--- src/rtl/cp0_seq_ctrl.sv ---
// CP0 sequencing controller: MFC0-after-MTC0 hazard stall, SYSCALL/interrupt traps
// and ERET returns, with all pipeline-control outputs taken straight from flops.
module cp0_seq_ctrl (
  input  logic        clk,
  input  logic        rst,
  input  logic [2:0]  ex_cp0op,
  input  logic [2:0]  mem_cp0op,
  input  logic [4:0]  ex_cs,
  input  logic [4:0]  mem_cs,
  input  logic [2:0]  ex_sel,
  input  logic [2:0]  mem_sel,
  input  logic [31:0] ex_pc,
  input  logic        ex_valid,
  input  logic        int_req,
  input  logic        status_ie,
  output logic [1:0]  cp0bubble,
  output logic        pc_redirect,
  output logic [31:0] redirect_pc,
  output logic [31:0] epc,
  output logic [4:0]  cause_code,
  output logic        exl
);

  localparam logic [2:0]  OP_MFC0    = 3'd1;
  localparam logic [2:0]  OP_MTC0    = 3'd2;
  localparam logic [2:0]  OP_SYSCALL = 3'd3;
  localparam logic [2:0]  OP_ERET    = 3'd4;

  localparam logic [1:0]  BUB_PASS  = 2'd0;
  localparam logic [1:0]  BUB_FRONT = 2'd1;
  localparam logic [1:0]  BUB_HOLD  = 2'd2;
  localparam logic [1:0]  BUB_FLUSH = 2'd3;

  localparam logic [31:0] TRAP_VECTOR = 32'h0000_0800;
  localparam logic [4:0]  EXC_INT     = 5'd0;
  localparam logic [4:0]  EXC_SYS     = 5'd8;

  typedef enum logic [2:0] {S_IDLE, S_HAZ, S_TRAP, S_TRAP_HOLD, S_RET} state_t;

  state_t      state, next_state;
  logic [1:0]  bubble_nxt;
  logic        redirect_nxt;
  logic [31:0] redirect_pc_nxt;

  logic take_sys, take_eret, take_int, take_haz, trap_entry;

  // Candidate events; priority is resolved in the next-state logic.
  assign take_sys  = (ex_cp0op == OP_SYSCALL);
  assign take_eret = (ex_cp0op == OP_ERET);
  assign take_int  = int_req & status_ie & ~exl;
  assign take_haz  = (ex_cp0op == OP_MFC0) && (mem_cp0op == OP_MTC0) &&
                     (ex_cs == mem_cs) && (ex_sel == mem_sel);

  always_comb begin
    // NOTE: default first so every path assigns next_state and no latch is inferred.
    next_state = state;
    case (state)
      S_IDLE: begin
        if (ex_valid) begin
          if (take_sys)       next_state = S_TRAP;
          else if (take_eret) next_state = S_RET;
          else if (take_int)  next_state = S_TRAP;
          else if (take_haz)  next_state = S_HAZ;
        end
      end
      S_HAZ:       next_state = S_IDLE;
      S_TRAP:      next_state = S_TRAP_HOLD;
      S_TRAP_HOLD: next_state = S_IDLE;
      S_RET:       next_state = S_IDLE;
      default:     next_state = S_IDLE;
    endcase
  end

  // Outputs are decoded from the upcoming state and registered alongside it.
  always_comb begin
    bubble_nxt      = BUB_PASS;
    redirect_nxt    = 1'b0;
    redirect_pc_nxt = redirect_pc;
    case (next_state)
      S_HAZ:       bubble_nxt = BUB_FRONT;
      S_TRAP: begin
        bubble_nxt      = BUB_FLUSH;
        redirect_nxt    = 1'b1;
        redirect_pc_nxt = TRAP_VECTOR;
      end
      S_TRAP_HOLD: bubble_nxt = BUB_HOLD;
      S_RET: begin
        bubble_nxt      = BUB_FLUSH;
        redirect_nxt    = 1'b1;
        redirect_pc_nxt = epc;
      end
      default: ;
    endcase
  end

  assign trap_entry = (state == S_IDLE) && (next_state == S_TRAP);

  always_ff @(posedge clk) begin
    if (rst) begin
      // NOTE: non-blocking assignments keep every flop sampling pre-edge values.
      state       <= S_IDLE;
      cp0bubble   <= BUB_PASS;
      pc_redirect <= 1'b0;
      redirect_pc <= '0;
      epc         <= '0;
      cause_code  <= '0;
      exl         <= 1'b0;
    end else begin
      state       <= next_state;
      cp0bubble   <= bubble_nxt;
      pc_redirect <= redirect_nxt;
      redirect_pc <= redirect_pc_nxt;
      if (trap_entry) begin
        epc        <= ex_pc;
        cause_code <= take_sys ? EXC_SYS : EXC_INT;
        exl        <= 1'b1;
      end else if (state == S_RET) begin
        exl <= 1'b0;
      end
    end
  end

endmodule

--- config.mk ---
export PLATFORM = sky130hd
export DESIGN_NAME = cp0_seq_ctrl
export DESIGN_NICKNAME = d
export VERILOG_FILES = /design/src/rtl/cp0_seq_ctrl.sv
export SDC_FILE = /design/constraint.sdc
export NUM_CORES = 1
export LEC_CHECK = 0
export CELL_PAD_IN_SITES_DETAIL_PLACEMENT = 0
export CELL_PAD_IN_SITES_GLOBAL_PLACEMENT = 1
export CORE_ASPECT_RATIO = 1.25
export CORE_UTILIZATION = 34
export DETAILED_ROUTE_END_ITERATION = 7
export PLACE_DENSITY = 0.88
export SKIP_LAST_GASP = 1
export SLEW_MARGIN = 10
export SYNTH_ARGS = -nofsm -noshare
export SYNTH_HDL_FRONTEND = slang
export SYNTH_SLANG_ARGS = --single-unit
--- constraint.sdc ---
create_clock -name clk -period 5.2 [get_ports clk]
set_clock_uncertainty 0.15 [all_clocks]
set_input_delay 1.3 -clock clk [delete_from_list [all_inputs] [get_ports clk]]
set_output_delay 1.3 -clock clk [all_outputs]
set_load 0.005 [all_outputs]
==> flow_summary.json <==
{
  "status": "finished, final reports clean",
  "cts-root-buf": "clkbuf_16",
  "leakage_nw": 1.514,
  "multi_input_area_um2": 1411,
  "critical_path.top_delay_family": "simple AND/OR/NAND/NOR gates",
  "synth_edf_count": 0,
  "slew_violations": 0,
  "p_per_area_nw_per_um2": 281.6,
  "cts_tree": "done",
  "ys.flop_type": "dfxtp_1",
  "synth_cells": 346,
  "grt_max_degree": 104,
  "most-common-layout-cells": "clkdlybuf4s50_1, dfxtp_1, a21oi_1",
  "synth_warnings": 0,
  "avgRoutedWirePerCell_um": 14.77,
  "stdcell_area_um2": 4700,
  "gp_congestion": 0.6920,
  "fmax_ghz": 0.2749,
  "crit_type": "in -> reg",
  "htree_levels": 3,
  "row_count": 39,
  "start_util_pct": 35.10,
  "antenna_found_initial": 0,
  "synth_area_per_cell_um2": 9.257,
  "finalPower_mw": 1.324,
  "grt_pass1_vias": 2875,
  "ys_seq_area_share_pct": 45.00,
  "drive_above_1_share_pct": 8.753,
  "ff2ff_setup_slack_ns": 2.61,
  "die_area_um2": 9815,
  "path_max_fanout": 31,
  "endpoint_kind": "register",
  "instances_no_fill": 580,
  "p_clk_share_pct": 42.3,
  "diodes": 0,
  "crit_chain": "clkdlybuf4s50_1 -> or4b_4 -> or3_1 -> nand2_8 -> o32ai_2",
  "final_common_cell": "clkdlybuf4s50_1",
  "post-place-cells": 564,
  "critical_path_buf_inv_count": 1,
  "slew_headroom_pct": 34.66,
  "netlist_area_um2": 3203,
  "die_h_um": 110.5,
  "swShare_pct": 25.16,
  "clkTransAtPathRegs_ns": 0.06,
  "tns_ns": 0,
  "wirelength_um": 8568,
  "io_pins": 132,
  "postLayoutCoreUtil_pct": 51.50,
  "p_sw_mw": 0.3331,
  "postLayoutSetupSlackWorst_ns": 1.562,
  "clockBufferDepth": 2,
  "worstMarginPinSlew_ns": 0.9801,
  "p_int_mw": 0.9905,
  "io_buffers": 127,
  "grt_overflow": 0,
  "viasPerCell": 5.052,
  "hold_slack_ns": 0.3333,
  "hold_viol": 0,
  "fin_crit_ns": 3.638,
  "cp.arrival_ns": 3.66,
  "track_usage_pct": 17.98,
  "floorplan.die.width_um": 88.82,
  "cp-start-kind": "input port",
  "ant_nets": 0,
  "drc": 0,
  "critPathRequiredTime_ns": 5.22,
  "hp-class": "reg -> reg",
  "drt_iter0_drc": 108,
  "core_area_um2": 9125,
  "vias": 2930,
  "postCtsSetupRepairBufs": 0,
  "seqCellArea_um2": 1441,
  "grt_pass1_wl_um": 13900,
  "fill_cells": 887,
  "cp_slowest_cell": "or3_1",
  "clk_latency_ns": 0.33,
  "nNetsFinal": 511,
  "cts_resized": 0,
  "drv_cap": 0,
  "finalSetupViolCount": 0,
  "synth-async-reset-ratio_pct": 0,
  "cts_hold_buffers": 0,
  "rsz0062_at_grt": "false",
  "dp_slack_ns": 1.206,
  "synth-seq-cells": 72,
  "drtPass1Iterations": 5,
  "power_frac_seq_pct": 44.3,
  "max-vdd-ir-drop_v": 0.0002094,
  "period_share_pct": 69.96,
  "synthToLayoutAreaGrowth_pct": 46.72,
  "clock-sinks": 72,
  "power_frac_comb_pct": 13.5,
  "dpl.hpwl_um": 5636,
  "place_area_um2": 4424,
  "cts-buffers-inserted": 9,
  "synth_cell_types": 37,
  "cpPeakStageDelay_ns": 0.81
}
-- logic make-up after synthesis --
kind of cell / Yosys count / share of synthesized area (%)
other: 1 / 0.1171
AO/OA/AOI/OAI: 104 / 23.05
flip-flops: 72 / 45.00
AND/OR/NAND/NOR: 90 / 17.89
buffers and inverters: 71 / 11.76
XOR/XNOR: 8 / 2.188
-- power by group through the flow --
stage | logic, mW | clock network (mW) | registers, mW
3_5_place_dp | 0.179 | 0 | 0.598
6_report | 0.178 | 0.560 | 0.586
3_3_place_gp | 0.175 | 0 | 0.597
4_1_cts | 0.180 | 0.569 | 0.586
5_1_grt | 0.195 | 0.593 | 0.588
2_1_floorplan | 0.0896 | 0 | 0.596
-- cells in the mapped netlist, types with 2 or more instances --
master    number  share of area, %
buf_6         10               3.5
dfxtp_1       72                45
or3b_2         2              0.55
o32ai_2       11               5.6
buf_4          4              0.94
nor4_1         2              0.39
nand3_1       33               5.2
inv_1         32               3.8
nand2_1        4              0.47
buf_2          4              0.63
buf_1          3              0.35
a21oi_1       34               5.3
clkbuf_2       3              0.47
o21ai_0       28               4.4
o21ai_1        5              0.78
nand3b_1      33               7.7
xor2_1         8               2.2
nor3_1         2              0.31
o32ai_1       20               5.5
nor2_1         6              0.70
clkbuf_1      14               1.6
-- state kept, by name, indices dropped and copies added, names as in the netlist --
register / flops
cp0bubble: 2
state: 3
pc_redirect: 1
redirect_pc: 32
cause_code: 1
epc: 32
exl: 1
-- worst register-to-register path: stages (launching register included) --
cell     delay [ns]
dfxtp_1        0.32
or4b_4         0.61
or3_1          0.81
nand2_8        0.41
o32ai_2        0.14
-- layout make-up --
class / count / area share, %
repair buffers: 131 / 27.64
well taps: 123 / 3.275
multi-input cells: 206 / 30.03
clock inverters: 7 / 1.038
flip-flops and latches: 72 / 30.67
inverters: 32 / 2.556
clock buffers: 9 / 4.792
-- routing by layer --
layer	wire, um	global-route usage [%]	vias up
li1	-	-	1445
met4	116	5.914	0
met1	3606	20.79	1386
met2	4380	31.59	88
met5	0	0	-
met3	465	4.410	11
-- path summary, 6_finish.rpt --
kind                                               endpoint  cells after the start           startpoint
worst min register to register             exl$_SDFFE_PP0P_                      2     exl$_SDFFE_PP0P_
worst max register to register  redirect_pc[0]$_SDFFE_PP0P_                      4  state[2]$_SDFF_PP0_
worst max-delay path            redirect_pc[0]$_SDFFE_PP0P_                      5             ex_valid
worst min-delay path                       exl$_SDFFE_PP0P_                      2     exl$_SDFFE_PP0P_
(Power assumes the default switching activity.)
